### config.mk
export PLATFORM = sky130hd
export DESIGN_NAME = adc_seq_ctrl
export DESIGN_NICKNAME = d
export VERILOG_FILES = /design/src/rtl/adc_seq_pkg.sv /design/src/rtl/adc_res_fifo.sv /design/src/rtl/adc_seq_ctrl.sv
export SDC_FILE = /design/constraint.sdc
export NUM_CORES = 1
export LEC_CHECK = 0
export CAP_MARGIN = 20
export CORE_AREA = 3 3 95 97
export DETAILED_ROUTE_END_ITERATION = 8
export DIE_AREA = 0 0 98 100
export PLACE_DENSITY = 0.75
export SETUP_SLACK_MARGIN = 0.15
export SYNTH_ARGS = -nofsm -noshare
export SYNTH_HDL_FRONTEND = slang
export SYNTH_SLANG_ARGS = --single-unit
export TNS_END_PERCENT = 20
### constraint.sdc
create_clock -name clk -period 4.15 [get_ports clk]
set_clock_uncertainty 0.1 [all_clocks]
set_input_delay 0.415 -clock clk [delete_from_list [all_inputs] [get_ports clk]]
set_output_delay 0.415 -clock clk [all_outputs]
set_load 0.005 [all_outputs]
### src/rtl/adc_seq_pkg.sv
// Shared definitions for the ADC scan sequencer: FSM state encoding and
// default sizing used by the top level.
package adc_seq_pkg;

  typedef enum logic [1:0] {
    S_IDLE    = 2'd0,
    S_SETTLE  = 2'd1,
    S_CONV    = 2'd2,
    S_RELEASE = 2'd3
  } state_t;

  localparam int DEF_SIZE     = 8;
  localparam int DEF_NCH      = 4;
  localparam int DEF_CHW      = 2;
  localparam int DEF_SETTLE_W = 8;
  localparam int DEF_FDEPTH   = 4;

endpackage

### src/rtl/adc_res_fifo.sv
// Result FIFO with a registered head output. A push and a pop in the same
// cycle are both honoured, even when the FIFO is full.
module adc_res_fifo #(
  parameter int WIDTH  = 10,
  parameter int FDEPTH = 4
) (
  input  logic             clk,
  input  logic             rstn,
  input  logic             push,
  input  logic [WIDTH-1:0] din,
  input  logic             pop,
  output logic [WIDTH-1:0] dout,
  output logic             full,
  output logic             empty
);

  localparam int AW = $clog2(FDEPTH);
  localparam logic [AW:0] PTR_ONE = (AW+1)'(1);

  logic [WIDTH-1:0] mem [FDEPTH];
  logic [AW:0]      wr_ptr_reg, rd_ptr_reg;
  logic [AW:0]      wr_ptr_next, rd_ptr_next;
  logic [WIDTH-1:0] head_reg, head_next;
  logic             do_push, do_pop;

  assign empty   = (wr_ptr_reg == rd_ptr_reg);
  assign full    = (wr_ptr_reg[AW] != rd_ptr_reg[AW]) &&
                   (wr_ptr_reg[AW-1:0] == rd_ptr_reg[AW-1:0]);
  assign do_pop  = pop & ~empty;
  assign do_push = push & (~full | do_pop);

  assign wr_ptr_next = do_push ? wr_ptr_reg + PTR_ONE : wr_ptr_reg;
  assign rd_ptr_next = do_pop  ? rd_ptr_reg + PTR_ONE : rd_ptr_reg;

  // The head register tracks the entry that will be at the head next cycle;
  // a write landing in that slot is forwarded straight from din.
  always_comb begin
    head_next = mem[rd_ptr_next[AW-1:0]];
    if (do_push && (wr_ptr_reg[AW-1:0] == rd_ptr_next[AW-1:0]))
      head_next = din;
  end

  always_ff @(posedge clk) begin
    if (do_push)
      mem[wr_ptr_reg[AW-1:0]] <= din;
  end

  always_ff @(posedge clk) begin
    if (!rstn) begin
      wr_ptr_reg <= '0;
      rd_ptr_reg <= '0;
      head_reg   <= '0;
    end else begin
      wr_ptr_reg <= wr_ptr_next;
      rd_ptr_reg <= rd_ptr_next;
      head_reg   <= head_next;
    end
  end

  assign dout = head_reg;

endmodule

### src/rtl/adc_seq_ctrl.sv
// Multi-channel scan sequencer: selects a mux channel, settles, runs one SAR
// conversion per masked channel and queues channel-tagged results.
module adc_seq_ctrl
  import adc_seq_pkg::*;
#(
  parameter int SIZE     = DEF_SIZE,
  parameter int NCH      = DEF_NCH,
  parameter int CHW      = DEF_CHW,
  parameter int SETTLE_W = DEF_SETTLE_W,
  parameter int FDEPTH   = DEF_FDEPTH
) (
  input  logic                clk,
  input  logic                rstn,
  input  logic                en,
  input  logic                trig,
  input  logic [NCH-1:0]      ch_mask,
  input  logic [SETTLE_W-1:0] settle_cyc,
  output logic [CHW-1:0]      ch_sel,
  output logic                sar_start,
  input  logic                sar_done,
  input  logic [SIZE-1:0]     sar_out,
  output logic                res_valid,
  input  logic                res_ready,
  output logic [SIZE-1:0]     res_data,
  output logic [CHW-1:0]      res_ch,
  output logic                busy,
  output logic                overrun,
  input  logic                clr_ovr
);

  state_t              state_reg, state_next;
  logic [CHW-1:0]      ch_sel_reg, ch_sel_next;
  logic [NCH-1:0]      scan_mask_reg, scan_mask_next;
  logic [SETTLE_W-1:0] cnt_reg, cnt_next;
  logic                overrun_reg;

  logic [NCH-1:0]      above_mask;
  logic [CHW-1:0]      first_ch, next_ch;
  logic                scan_last;
  logic                push_req, pop, fifo_full, fifo_empty;
  logic [SIZE+CHW-1:0] fifo_dout;

  // Masked channels strictly above the current one.
  genvar gi;
  generate
    for (gi = 0; gi < NCH; gi++) begin : g_above
      assign above_mask[gi] = scan_mask_reg[gi] & (CHW'(gi) > ch_sel_reg);
    end
  endgenerate

  always_comb begin
    first_ch = '0;
    next_ch  = '0;
    for (int i = NCH - 1; i >= 0; i--) begin
      if (ch_mask[i])    first_ch = CHW'(i);
      if (above_mask[i]) next_ch  = CHW'(i);
    end
  end

  assign scan_last = ~|above_mask;

  always_comb begin
    state_next     = state_reg;
    ch_sel_next    = ch_sel_reg;
    scan_mask_next = scan_mask_reg;
    cnt_next       = cnt_reg;
    push_req       = 1'b0;
    case (state_reg)
      S_IDLE: begin
        if ((en | trig) && |ch_mask) begin
          scan_mask_next = ch_mask;
          ch_sel_next    = first_ch;
          cnt_next       = settle_cyc;
          state_next     = S_SETTLE;
        end
      end
      S_SETTLE: begin
        if (cnt_reg == '0) state_next = S_CONV;
        else               cnt_next   = cnt_reg - SETTLE_W'(1);
      end
      S_CONV: begin
        if (sar_done) begin
          push_req   = 1'b1;
          state_next = S_RELEASE;
        end
      end
      S_RELEASE: begin
        if (!sar_done) begin
          if (!scan_last) begin
            ch_sel_next = next_ch;
            cnt_next    = settle_cyc;
            state_next  = S_SETTLE;
          end else if (en && |ch_mask) begin
            // Continuous mode: back-to-back scan without an IDLE cycle.
            scan_mask_next = ch_mask;
            ch_sel_next    = first_ch;
            cnt_next       = settle_cyc;
            state_next     = S_SETTLE;
          end else begin
            state_next = S_IDLE;
          end
        end
      end
      default: state_next = S_IDLE;
    endcase
  end

  always_ff @(posedge clk) begin
    if (!rstn) begin
      state_reg     <= S_IDLE;
      ch_sel_reg    <= '0;
      scan_mask_reg <= '0;
      cnt_reg       <= '0;
    end else begin
      state_reg     <= state_next;
      ch_sel_reg    <= ch_sel_next;
      scan_mask_reg <= scan_mask_next;
      cnt_reg       <= cnt_next;
    end
  end

  assign pop = res_valid & res_ready;

  // A result is only lost when the FIFO is full and nothing leaves this cycle.
  always_ff @(posedge clk) begin
    if (!rstn)                             overrun_reg <= 1'b0;
    else if (push_req && fifo_full && !pop) overrun_reg <= 1'b1;
    else if (clr_ovr)                      overrun_reg <= 1'b0;
  end

  adc_res_fifo #(
    .WIDTH (SIZE + CHW),
    .FDEPTH(FDEPTH)
  ) u_fifo (
    .clk  (clk),
    .rstn (rstn),
    .push (push_req),
    .din  ({ch_sel_reg, sar_out}),
    .pop  (pop),
    .dout (fifo_dout),
    .full (fifo_full),
    .empty(fifo_empty)
  );

  assign ch_sel    = ch_sel_reg;
  assign sar_start = (state_reg == S_CONV);
  assign busy      = (state_reg != S_IDLE);
  assign overrun   = overrun_reg;
  assign res_valid = ~fifo_empty;
  assign res_data  = fifo_dout[SIZE-1:0];
  assign res_ch    = fifo_dout[SIZE+CHW-1:SIZE];

endmodule

**Word-level counts from Yosys, hierarchy flattened**

Memories as Yosys holds them, arrays and structs flattened. A register that Yosys moved wholly into a read port is not among the register bits.
Index checks and enable logic that the tools add are counted.

- Word-level logic and storage cells: 98
- Input port bits: 27
- Flip-flop bits (word level): 23
- Memories kept: 1
- RAM bits: 40
- Output and inout port bits: 16

Memory list:

| memory | depth | width | read ports | clocked after Yosys merged registers in | wr ports | line | source |
|---|---|---|---|---|---|---|---|
| u_fifo.mem | 4 | 10 | 1 | 1 | 1 | adc_res_fifo.sv:20 | `logic [WIDTH-1:0] mem [FDEPTH];` |

- Mux-type cells: 38
- Bitwise logic cells: 11
- Order comparisons: 4
- $add $sub $neg: 3
- Reduce and logical (&&, ||, !) cells: 19
- Equality and inequality tests: 14

Operators by type and width:

| cell | count |
|---|---|
| 8-bit 2-to-1 mux | 5 |
| 2-bit 2-to-1 mux | 17 |
| 8-bit case mux with 3 select lines | 1 |
| 4-bit 2-to-1 mux | 4 |
| 2-bit != test (second input constant) | 6 |
| 5-bit AND reduction | 2 |
| 8-bit logical NOT | 1 |
| 1-bit 2-to-1 mux | 8 |
| 2-bit case mux with 4 select lines | 1 |
| 4-bit case mux with 2 select lines | 1 |
| 4-bit AND reduction | 2 |
| 4-bit OR reduction | 2 |
| 8-bit by 1-bit subtractor with 8-bit output (second input constant) | 1 |
| 1-bit AND | 7 |
| 3-bit by 1-bit adder with 3-bit output (second input constant) | 2 |
| 2-bit nonzero test | 3 |
| 1-bit logical AND | 5 |
| 2-bit equality test (second input constant) | 2 |
| 1-bit by 2-bit greater-than comparator with 1-bit output (first input constant) | 2 |
| 2-bit greater-than comparator (first input constant) | 2 |
| 2-bit case mux with 2 select lines | 1 |
| 3-bit equality test | 1 |
| 3-bit != test (second input constant) | 1 |
| 3-bit nonzero test | 1 |
| 8 further kinds | 11 |

**Logic depth before layout (Yosys ltp)**

Gate-level depths: netlist (run 1).

- Depth in word-level cells: 9
- Gate-level depth with buffers: 7
- Depth with buffers taken out: 7

**Cells and area by module**

A second synthesis (run 1) with hierarchy kept.

- Cell total of the unflattened synthesis: 321
- Area, all modules: 3834.9 um^2

Modules (own cells, without submodules):

| module | instances | seq. area each (um^2) | cells each | area an instance (um^2) |
|---|---|---|---|---|
| adc_res_fifo | 1 | 1521.5 | 172 | 2625.0 |
| adc_seq_ctrl | 1 | 320.3 | 149 | 1209.9 |

**Worst setup path after synthesis (run 1)**

Ideal clock, no wire load.

- Kind: reg-to-reg
- From: register state_reg[0]
- To: memory u_fifo.mem[0][0] (enable)
- Setup slack: 2.288 ns
- Data arrival time: 1.419 ns
- Cell stages (with the launch flop): 6
- Clock period less this slack: 1.862 ns
- Data required time: 3.707 ns
- Buffers on the path: 0
- Setup time: 0.343 ns
- Path through: dfxtp_1 -> inv_1 -> ha_1 -> nand2_1 -> a41oi_1 -> and2_1

- Longest elaborated chain between the ends: 5

RTL lines:

| what | line | source |
|---|---|---|
| start: declaration | adc_seq_ctrl.sv:31 | `state_t state_reg, state_next;` |
| start signal: assignment | adc_seq_ctrl.sv:115 | `state_reg <= state_next;` |
| 2-bit equality test | - |  |
| via sar_start | adc_seq_ctrl.sv:19 | `output logic sar_start,` |
| 1-bit 2-to-1 mux | adc_seq_ctrl.sv:68 | `case (state_reg)` |
| 1-bit AND | adc_res_fifo.sv:30 | `assign do_push = push & (~full \| do_pop);` |
| 1-bit 2-to-1 mux | adc_res_fifo.sv:44 | `if (do_push)` |
| 1-bit 2-to-1 mux (implied by the code) | adc_res_fifo.sv:45 | `mem[wr_ptr_reg[AW-1:0]] <= din;` |
| end: declaration | adc_res_fifo.sv:20 |  |

The timed path passes the listed nets, and every way through them passes these cells.

**Final worst setup path (run 1)**

- From: register u_fifo.rd_ptr_reg[0]
- To: register u_fifo.head_reg[0], in the netlist u_fifo.dout[0], read port of u_fifo.mem

- Longest elaborated chain between the ends: 5
- Elaborated cells on any way between the ends: 6
- Classes of those cells: add/sub (1); eq/ne (1); mux (1); bitwise (3)

RTL lines:

| what | line | source |
|---|---|---|
| start: declaration | adc_res_fifo.sv:21 | `logic [AW:0] wr_ptr_reg, rd_ptr_reg;` |
| start signal: assignment | adc_res_fifo.sv:55 | `rd_ptr_reg <= rd_ptr_next;` |
| 3-bit equality test | adc_res_fifo.sv:26 | `assign empty = (wr_ptr_reg == rd_ptr_reg);` |
| 1-bit inverter | adc_res_fifo.sv:29, adc_seq_ctrl.sv:149 |  |
| 1-bit AND | adc_seq_ctrl.sv:122 | `assign pop = res_valid & res_ready;` |
| 1-bit AND | adc_res_fifo.sv:29 | `assign do_pop = pop & ~empty;` |
| 2-bit 2-to-1 mux * | adc_res_fifo.sv:33 | `assign rd_ptr_next = do_pop ? rd_ptr_reg + PTR_ONE : rd_ptr_reg;` |
| end: declaration | adc_res_fifo.sv:23 | `logic [WIDTH-1:0] head_reg, head_next;` |

Every way passes the cells marked *; elsewhere a longest branch is shown, timed or not.
A chain may end at the register's enable or synchronous reset.

==> impl_metrics.json, run 1 <==
{
  "tightest_slew_ps": 698,
  "grt_pass1_vias": 2479,
  "wire_per_inst_um": 16.1,
  "synth_area_leaders": "edfxtp_1 33%, dfxtp_1 18%, mux4_2 12%",
  "finalCriticalPeriod_ps": 2650,
  "num_io_pins": 43,
  "hold_path.class": "reg -> reg",
  "cap_viol_max_count": 0,
  "drtIter0Drc": 103,
  "final_common_cell": "clkdlybuf4s50_1",
  "antenna_found_initial": 0,
  "post_cts_resized": 0,
  "yosysUniqueCellTypes": 56,
  "htree_levels": 3,
  "cp_top_family": "flip-flops",
  "fp.dieH_um": 100,
  "drt_wl_total_um": 6990,
  "track_usage_pct": 15.0,
  "max-clock-path-buffers": 2,
  "p_sw_share_pct": 34.7,
  "postCtsSetupBuffers": 0,
  "status": "finished clean",
  "ys_ff_latch": 72,
  "path_clk_slew_ps": 70,
  "hold_buffers": 0,
  "cp-end-kind": "register",
  "comb_power_share_pct": 39.1,
  "yosysTopAreaCell": "edfxtp_1",
  "synth_ff_type": "edfxtp_1",
  "cp_num_buf_inv": 0,
  "p_leak_nw": 1.55,
  "yosysWarningCount": 0,
  "switchingPower_mw": 0.818,
  "cts.sinks": 72,
  "gr-total-overflow": 0,
  "areaGrowthSynthToFinish_pct": 19.3,
  "p_per_area_nw_per_um2": 539,
  "num_rows": 33,
  "core-area_um2": 8220,
  "async_flop_share_pct": 0,
  "required_ps": 4320,
  "relSlewSlack_pct": 53.4,
  "place_congestion": 0.863,
  "grt_pass1_wl_um": 11800,
  "grt_max_degree": 23,
  "fmax_mhz": 377,
  "whs_ps": 384,
  "finalWorstSetupSlack_ps": 1500,
  "arrival_ps": 2820,
  "drive_gt1_share_pct": 16.1,
  "cts_tree": "yes",
  "ant_nets": 0,
  "rr_worst_depth": 6,
  "seq_area_frac_synth_pct": 50.3,
  "synthesis.area_um2": 3660,
  "rsz0062_at_grt": "no",
  "fin_area_um2": 4370,
  "worstPathCellList": "ha_1 -> xor2_1 -> or3_1 -> a21o_1 -> nor2_4 -> o2bb2ai_1",
  "synth_edf_count": 40,
  "clock_power_share_pct": 20.6,
  "finalSetupViolations": 0,
  "place_worst_setup_slack_ps": 1470,
  "initial_utilization_pct": 44.5,
  "numCtsBuffers": 9,
  "min_period_over_period_pct": 63.9,
  "dp_hpwl_um": 5070,
  "diodes": 0,
  "nets": 362,
  "crit_path_start_kind": "register",
  "insertion_delay_ps": 330,
  "via_per_inst": 5.56,
  "p_int_mw": 1.54,
  "fin_cells": 434,
  "die_w_um": 98,
  "numPortBuffers": 42,
  "synth_nets": 315,
  "fin_tns_setup_ps": 0,
  "placed_area_um2": 4190,
  "finalHoldViolCount": 0,
  "syn_inst": 277,
  "drc": 0,
  "root_buffer": "clkbuf_8",
  "crit_path_max_incr_delay_ps": 770,
  "avgSynthCellArea_um2": 13.2,
  "dieArea_um2": 9800,
  "mostFrequentLayoutCells": "42 x clkdlybuf4s50_1, 40 x edfxtp_1, 32 x dfxtp_1, 22 x mux2i_1, 19 x mux4_2",
  "largest_register_ffs": 40,
  "critPathSlowestCell": "dfxtp_1",
  "first_pass_iters": 4,
  "peakVddDrop_v": 0.000313,
  "finalMaxSlewViolations": 0,
  "worst-path-stages": 6,
  "worstSetupPathType": "reg -> reg",
  "dp.cells": 418,
  "netlist.area_leader.share_pct": 32.8,
  "p_seq_share_pct": 40.3,
  "whs_path_depth": 2,
  "critPathMaxFanout": 14,
  "vias": 2412
}
-- synth_stat cells (all sizes together) (4+ instances only) --
library cell,count
a31oi,6
xnor2,5
inv,16
nand2,14
o31ai,6
mux2i,22
mux4,20
clkbuf,4
o2bb2ai,10
dfxtp,32
and2,4
o21ai,4
buf,5
o211ai,6
edfxtp,40
ha,11
a21oi,10
nor2b,5
nor3,5
nor2,19
-- worst paths after layout --
kind                                            from              to  slack, ps
worst min-delay path                         overrun         overrun        380
worst max-delay path            u_fifo.rd_ptr_reg[0]  u_fifo.dout[0]       1500
worst min register to register               overrun         overrun        380
worst max register to register  u_fifo.rd_ptr_reg[0]  u_fifo.dout[0]       1500
-- per-stage QoR --
stage | power, mW | utilization [%]
floorplan | 1.62 | -
global placement | 1.85 | 51.0
detailed placement | 1.89 | 51.0
CTS | 2.38 | 53.1
global route | 2.51 | 53.1
finish | 2.35 | 53.1
-- per-layer routing --
| metal | track usage [%] | share of wire [%] |
|---|---|---|
| met1 | 18.3 | 43 |
| met2 | 26.3 | 52 |
| met3 | 3.68 | 3.5 |
| met4 | 4.90 | 1.3 |
| met5 | 0 | 0 |
-- power groups by stage --
stage | clock network, mW | logic, mW | registers, mW
after floorplan | 0 | 0.685 | 0.936
after global placement | 0 | 0.894 | 0.959
after detailed placement | 0 | 0.927 | 0.963
after CTS | 0.501 | 0.930 | 0.949
after global routing | 0.535 | 1.01 | 0.965
final | 0.484 | 0.921 | 0.949
-- tightest hold or removal path, stage by stage (launching register included) --
cell and delay [ps]:
dfxtp_1 320, a21oi_1 60, nor2_1 70
-- kinds of logic after synthesis --
kind of cell	after synthesis	share of synthesized area (%)
AOI/OAI and AO/OA	56	12.7
muxes	42	18.4
adders and majority gates	11	3.76
xor gates and xnor gates	8	1.92
buffers and inverters	26	2.87
and+or+nand+nor	62	9.95
DFF	72	50.3
-- layout make-up --
| type | count | area (µm²) |
|---|---|---|
| Timing Repair Buffer | 45 | 443 |
| Tap cell | 105 | 131 |
| Inverter | 17 | 63.8 |
| Fill cell | 690 | 3850 |
| Sequential cell | 72 | 1840 |
| Multi-Input combinational cell | 179 | 1710 |
| Clock inverter | 4 | 28.8 |
| Clock buffer | 12 | 145 |
(Power assumes the default switching activity.)
==> run 2, diff against run 1 <==
PLACE_DENSITY = 0.77   (was 0.75)
clock period = 2.2 ns   (was 4.15 ns; I/O delays follow)
==> impl_metrics.json, run 2 (synthesis results as in run 1) <==
{
  "hold_start": "scan_mask_reg[3]",
  "insertion_delay_ps": 340,
  "hold_path.class": "reg -> reg",
  "initial_utilization_pct": 44.5,
  "core-area_um2": 8220,
  "track_usage_pct": 16.7,
  "worstReg2RegStart": "u_fifo.rd_ptr_reg[0]",
  "drtIter0Drc": 89,
  "cts.sinks": 72,
  "dp_hpwl_um": 5570,
  "placed_area_um2": 4350,
  "tightest_slew_ps": 459,
  "cts_tree": "yes",
  "numPortBuffers": 42,
  "place_congestion": 0.824,
  "largest_register_ffs": 40,
  "num_io_pins": 43,
  "ant_nets": 0,
  "grt_max_degree": 20,
  "place_worst_setup_slack_ps": 93.6,
  "areaGrowthSynthToFinish_pct": 25.3,
  "finalWorstSetupSlack_ps": 217,
  "cap_viol_max_count": 0,
  "finalMaxSlewViolations": 0,
  "wire_per_inst_um": 16.8,
  "drc": 0,
  "root_buffer": "clkbuf_8",
  "hold_buffers": 0,
  "max-clock-path-buffers": 2,
  "rr_worst_depth": 7,
  "fmax_mhz": 504,
  "critPathMaxFanout": 5,
  "arrival_ps": 1660,
  "htree_levels": 3,
  "status": "finished clean",
  "via_per_inst": 5.62,
  "finalCriticalPeriod_ps": 1980,
  "p_leak_nw": 1.68,
  "dieArea_um2": 9800,
  "die_w_um": 98,
  "finalSetupViolations": 0,
  "relSlewSlack_pct": 69.0,
  "grt_pass1_wl_um": 12800,
  "startpoint": "u_fifo.wr_ptr_reg[1]",
  "fin_tns_setup_ps": 0,
  "p_per_area_nw_per_um2": 1030,
  "whs_path_depth": 2,
  "grt_pass1_vias": 2644,
  "drive_gt1_share_pct": 23.5,
  "fp.dieH_um": 100,
  "gr-total-overflow": 0,
  "numCtsBuffers": 9,
  "required_ps": 1880,
  "cp-end-kind": "primary output",
  "vias": 2550,
  "path_clk_slew_ps": 70,
  "final_common_cell": "clkdlybuf4s50_1",
  "fin_cells": 454,
  "peakVddDrop_v": 0.000691,
  "mostFrequentLayoutCells": "42 x clkdlybuf4s50_1, 40 x edfxtp_1, 28 x dfxtp_1, 22 x mux2i_1, 21 x buf_4",
  "finalPower_mw": 4.72,
  "num_rows": 33,
  "dp.cells": 437,
  "antenna_found_initial": 0,
  "rsz0062_at_grt": "yes",
  "crit_path_start_kind": "register",
  "diodes": 0,
  "fin_area_um2": 4580,
  "first_pass_iters": 4,
  "min_period_over_period_pct": 90.2,
  "worstSetupPathType": "reg -> out",
  "drt_wl_total_um": 7620,
  "nets": 382,
  "finalHoldViolCount": 0
}
-- run 2: changes by cell type in the layout (fill, tap and decap cells not counted), sizes merged --
cell	before	now
buf	3	23
bufinv	0	1
clkbuf	12	9
clkinv	2	5
inv	17	16
-- run 2: worst paths after layout --
kind | end | slack [ps]
worst max-delay path | res_valid | 220
worst min-delay path | scan_mask_reg[3] | 400
worst max register to register | u_fifo.dout[0] | 220
worst min register to register | scan_mask_reg[3] | 400
-- run 2: critical path, stage by stage (launching register included) --
cell	delay [ps]
dfxtp_1	380
xnor2_1	280
nand3b_1	180
clkdlybuf4s50_1	480
-- run 2: power breakdown --
part / internal, mW / leakage (nW) / switching, mW
combinational: 0.963 / 0.958 / 0.982
clock: 0.522 / 0.0952 / 0.489
sequential: 1.61 / 0.627 / 0.153
total: 3.10 / 1.68 / 1.62
-- run 2: layout make-up --
class	instances	area, µm²
timing repair buffer	65	618
multi-input combinational	179	1730
fill	653	3630
clock buffer	9	124
sequential	72	1850
clock inverter	7	72.6
inverter	17	63.8
tap	105	131
-- run 2: metal layers --
metal / share of wire, % / GRT usage, % / up-vias / wire, µm
met5: 0 / 0 / - / 0
met2: 55 / 31.0 / 65 / 4150
met4: 1.3 / 4.79 / 0 / 99
met3: 4.5 / 5.21 / 9 / 341
met1: 40 / 18.2 / 1268 / 3020
li1: - / - / 1208 / -
-- run 2: timing repair --
item	in CTS	in global routing
setup buffers	0	1
resized for setup	2	7
cloned	0	0
endpoints found under the setup margin	13	48
pin swaps	0	1
-- run 2: stage by stage --
stage	hold slack [ps]	util (%)
after detailed placement	380	52.9
after global routing	422	55.8
after floorplan	219	-
after CTS	387	55.4
final	397	55.8
after global placement	375	52.9
==> edit 1, RTL diff (config.mk and constraints of run 2) <==
Set the package constant `DEF_CHW` to 4 (it was 2).
--- a/src/rtl/adc_seq_pkg.sv
+++ b/src/rtl/adc_seq_pkg.sv
@@ -13,3 +13,3 @@
   localparam int DEF_NCH      = 4;
-  localparam int DEF_CHW      = 2;
+  localparam int DEF_CHW      = 4;
   localparam int DEF_SETTLE_W = 8;
Ports: changed (resized ch_sel and res_ch); port bits go from 43 to 47. The function was not compared with the original's and may differ.
==> edit 1 against run 2 <==
Sequential cell count is the same; power grew 0.21%; routed wire length shrank 0.64%; final area grew 1.6%; synthesized area grew 0.27%; combinational power is essentially flat; worst setup slack lost 0.045 ns; critical path type is now register to register; largest cell class unchanged.
==> edit 1: results (changes against run 2) <==
.. list-table::
   :header-rows: 1

   * - Metric
     - Value
   * - Estimated wirelength of the detail-placed design
     - 5181 um (-7.0%)
   * - Number of different library cells in the post-synthesis netlist
     - 51 (-8.9%)
   * - Vias
     - 2558 (+0.31%)
   * - Post-synthesis share of cell area spent on full adders, half adders and majority gates
     - 3.752% (-0.010 points)
   * - Fillers
     - 662 (+1.4%)
   * - Critical path fanouts, max
     - 8 (+3)
   * - Path class of the lowest-slack min-delay path
     - register to register
   * - Area after detailed placement
     - 4374 um2 (+0.63%)
   * - Proportion of layout cells with a drive suffix above 1
     - 22.25% (-1.2 points)
   * - Post-synthesis compound-gate area fraction
     - 11.80% (-0.92 points)
   * - Ys async rst share
     - 0% (unchanged)
   * - Post-synthesis share of cell area spent on xor and xnor gates
     - 1.910% (-0.0052 points)
   * - Count of H-tree levels built during CTS
     - 3 (unchanged)
   * - Routability Congestion
     - 0.8323 (+1.0%)
   * - Total global routing track utilization
     - 16.14% (-0.52 points)
   * - Synth Warn #
     - 0 (unchanged)
   * - Buffer depth of the longest clock path
     - 2 (unchanged)
   * - Outcome
     - finished, final reports clean
   * - Total CTS buffers
     - 9 (unchanged)
   * - Slew HR
     - 58.56% (-10 points)
   * - Number of instances in the synthesized netlist
     - 286 (+3.2%)
   * - Global-route wire length before repair
     - 12480 um (-2.6%)
   * - Placed cell count
     - 439 (+0.46%)
   * - Depth of the worst register-to-register path
     - 7 (unchanged)
   * - Commonest cells post-synth
     - sky130_fd_sc_hd__edfxtp_1 (40), sky130_fd_sc_hd__dfxtp_1 (32), sky130_fd_sc_hd__mux2i_1 (22), sky130_fd_sc_hd__mux4_2 (20), sky130_fd_sc_hd__nor2_1 (20)
   * - Antenna Cells
     - 0 (unchanged)
   * - Share of synthesized area occupied by flip-flops and latches
     - 50.20% (-0.14 points)
   * - Via-per-instance ratio
     - 5.561 (-0.99%)
   * - Max VDD drop
     - 0.5428 mV (-21%)
   * - Crit path DAT
     - 2.20 ns (+0.54 ns)
   * - Initial DRC count
     - 107 (+20%)
   * - Static leakage
     - 0.001711 uW (+1.8%)
   * - Synth area leaders
     - sky130_fd_sc_hd__edfxtp_1 (33%), sky130_fd_sc_hd__dfxtp_1 (17%), sky130_fd_sc_hd__mux4_2 (12%), sky130_fd_sc_hd__mux2i_1 (6.0%), sky130_fd_sc_hd__ha_1 (3.8%)
   * - Net total in the final layout
     - 388 (+1.6%)
   * - Number of antenna violations at the first check in global routing
     - 0 (unchanged)
   * - Pin count of the biggest net entering global routing
     - 22 (+10%)
   * - Iteration count of the initial detailed-routing pass
     - 4 (unchanged)
   * - Final routed wire length divided by cell count
     - 16.45 um (-1.9%)
   * - Fraction of synthesized area in multiplexers
     - 18.28% (-0.15 points)
==> edit 1: path summary, 6_finish.rpt <==
check | slack (ns) | endpoint | startpoint
hold reg to reg | 0.36 | scan_mask_reg[1]$_SDFFE_PN0P_ | scan_mask_reg[1]$_SDFFE_PN0P_
hold / removal | 0.36 | scan_mask_reg[1]$_SDFFE_PN0P_ | scan_mask_reg[1]$_SDFFE_PN0P_
setup reg to reg | 0.17 | cnt_reg[1]$_SDFFE_PN0P_ | cnt_reg[1]$_SDFFE_PN0P_
setup / recovery | 0.17 | cnt_reg[1]$_SDFFE_PN0P_ | cnt_reg[1]$_SDFFE_PN0P_
==> edit 1: stage by stage <==
stage	power (uW)	setup WS, ns
CTS	4699	0.1323
finish	4730	0.1713
floorplan	2971	0.2219
detailed placement	3614	0.04811
global placement	3546	0.1162
global route	5015	0.1114
==> edit 1: timing repair <==
action / 4_1_cts / 5_1_grt
endpoints found under the hold margin: 0 / 0
setup endpoints to repair: 3 / 7
resized for setup: 4 / 12
setup buffers: 2 / 3
pin swaps: 1 / 3
==> edit 1: per-layer routing <==
metal	share of wire [%]	GRT usage, %	routed length, um	up-vias
met4	0.91	6.283	69	0
met3	5.5	3.683	413	8
li1	-	-	-	1212
met1	42	19.34	3143	1253
met2	52	28.32	3940	85
met5	0	0	0	-
==> edit 1: critical path, stage by stage (launching register included) <==
cell                       delay (ns)
sky130_fd_sc_hd__dfxtp_4         0.36
sky130_fd_sc_hd__inv_2           0.07
sky130_fd_sc_hd__ha_4            0.12
sky130_fd_sc_hd__or4b_4          0.46
sky130_fd_sc_hd__o21a_4          0.25
sky130_fd_sc_hd__buf_6           0.12
sky130_fd_sc_hd__o21bai_4        0.27
sky130_fd_sc_hd__mux2i_1         0.21
==> edit 1: where the power goes <==
part	switching (uW)	internal [uW]	leakage, uW
registers	126	1610	0.000627
logic	946	1000	0.000991
clock network	517	528	0.0000929
==> edit 1: area by class of cell <==
| cell class | instances | area [um2] | share of cell area [%] |
|---|---|---|---|
| Multi-Input combinational cell | 185 | 1725 | 37.04 |
| Clock buffer | 10 | 127.6 | 2.740 |
| Timing Repair Buffer | 66 | 691.9 | 14.85 |
| Inverter | 16 | 62.56 | 1.343 |
| Tap cell | 105 | 131.4 | 2.820 |
| Clock inverter | 6 | 67.56 | 1.450 |
| Sequential cell | 72 | 1852 | 39.75 |
==> edit 1: kinds of logic (layout without fill, tap and decap cells) <==
logic type | Yosys count | after routing
adder cells (fa/ha/maj) | 11 | 11
other | 1 | 4
flip-flops | 72 | 72
AO/OA/AOI/OAI | 56 | 56
AND/OR/NAND/NOR | 64 | 64
XOR/XNOR | 8 | 8
multiplexers | 42 | 42
buffers and inverters | 32 | 98
==> edit 2, RTL diff (config.mk and constraints of run 2) <==
Without the edit above. The 4 states of `state_t` get a one-hot encoding in 4 bits.
--- a/src/rtl/adc_seq_pkg.sv
+++ b/src/rtl/adc_seq_pkg.sv
@@ -4,7 +4,7 @@
 
-  typedef enum logic [1:0] {
-    S_IDLE    = 2'd0,
-    S_SETTLE  = 2'd1,
-    S_CONV    = 2'd2,
-    S_RELEASE = 2'd3
+  typedef enum logic [3:0] {
+    S_IDLE    = 4'b0001,
+    S_SETTLE  = 4'b0010,
+    S_CONV    = 4'b0100,
+    S_RELEASE = 4'b1000
   } state_t;
Formal check against the unedited RTL: no difference found for any inputs over 10 cycles, from zero or initial values and one cycle with rstn low; not proved beyond that.
==> edit 2 against run 2 <==
Synthesized area down 0.96%; sequential share of layout area up 0.84 points; count of clock-buffer cells in the layout up 1; maximum frequency down 4.4%; worst setup slack worse by 0.092 ns; routed wire length down 2.6%; final area down 0.11%; synthesized cell count up 5.4%; largest cell class unchanged; die area unchanged; critical path type is now register to register; sequential cell count up 2.
Power is not compared: it rests on default switching activity, and its combinational part moved more than twofold at a synthesized area within 25%.
==> edit 2: results (changes against run 2) <==
.. list-table::
   :header-rows: 1

   * - Metric
     - Value
   * - Crit path DAT
     - 2.22 ns (+0.56 ns)
   * - Net Count, Synth
     - 326 (+3.5%)
   * - Min-Delay Startpoint
     - clr_ovr
   * - Via-per-instance ratio
     - 5.574 (-0.75%)
   * - Outcome
     - finished, final reports clean
   * - Fraction of synthesized area in multiplexers
     - 15.47% (-3.0 points)
   * - Number of instances in the synthesized netlist
     - 292 (+5.4%)
   * - Non-filler instance count after layout
     - 470 (+3.5%)
   * - Synth area leaders
     - sky130_fd_sc_hd__edfxtp_1 (33%), sky130_fd_sc_hd__dfxtp_1 (19%), sky130_fd_sc_hd__mux4_2 (12%), sky130_fd_sc_hd__mux2i_1 (3.0%), sky130_fd_sc_hd__ha_1 (2.4%)
   * - Post-synthesis compound-gate area fraction
     - 12.26% (-0.46 points)
   * - Worst Hold Depth
     - 4 (+2)
   * - Sequential cell area
     - 1883 um2 (+2.0%)
   * - Share of synthesized area occupied by flip-flops and latches
     - 51.93% (+1.6 points)
   * - Area after detailed placement
     - 4375 um2 (+0.66%)
   * - Net total in the final layout
     - 394 (+3.1%)
   * - Total global routing track utilization
     - 16.43% (-0.23 points)
   * - Via count of the first global-routing pass
     - 2643 (-0.038%)
   * - Global-route wire length before repair
     - 12770 um (-0.32%)
   * - Fillers
     - 689 (+5.5%)
   * - Slew HR
     - 65.59% (-3.4 points)
   * - Post-placement setup slack
     - -0.04781 ns (-0.1414 ns)
   * - Path class of the lowest-slack min-delay path
     - primary input to register
   * - Number of different library cells in the post-synthesis netlist
     - 50 (-11%)
   * - Depth of the worst register-to-register path
     - 6 (-1)
   * - End of the worst register-to-register path
     - cnt_reg[7]$_SDFFE_PN0P_
   * - Estimated wirelength of the detail-placed design
     - 5332 um (-4.3%)
   * - Slowest cell delay on critical path
     - 0.59 ns (+0.11 ns)
   * - Initial DRC count
     - 123 (+38%)
   * - Pin count of the biggest net entering global routing
     - 23 (+15%)
   * - Source of the worst register-to-register timing path
     - state_reg[3]$_SDFFE_PN0P_
   * - Proportion of layout cells with a drive suffix above 1
     - 21.64% (-1.9 points)
   * - Hold endpoint
     - overrun$_SDFFE_PN0P_
   * - Setup slack of the worst register-to-register path
     - 0.12 ns (-0.09 ns)
   * - Final routed wire length divided by cell count
     - 15.78 um (-5.9%)
## edit 2: changes by cell type in the layout (fill, tap and decap cells not counted), sizes merged, moves of 4 or more
cell and change:
a31oi -4, nor2b -4, buf +7, ha -4, mux2i -11, a21oi +8
inv -6, nand2b +4, nand3 +9, o21ai +9, nand2 +5
## edit 2: metal layers
layer  part of all wire (%)  vias up  track usage [%]
met4                    1.1        0            5.431
met5                      0        -                0
met3                    5.2        7            5.003
met2                     50       71            27.64
li1                       -     1257                -
met1                     44     1285            20.32
## edit 2: cell type report
class	instances	share of cell area [%]
well taps	105	2.869
multi-input cells	194	35.90
clock inverters	6	1.421
inverters	9	0.7377
repair buffers	72	15.16
flip-flops and latches	74	41.12
clock buffers	10	2.787
## edit 2: cell families after synthesis
group	Yosys count
muxes	31
buffers and inverters	24
AOI/OAI and AO/OA	64
and+or+nand+nor	82
xor gates and xnor gates	10
DFF	74
adders and majority gates	7
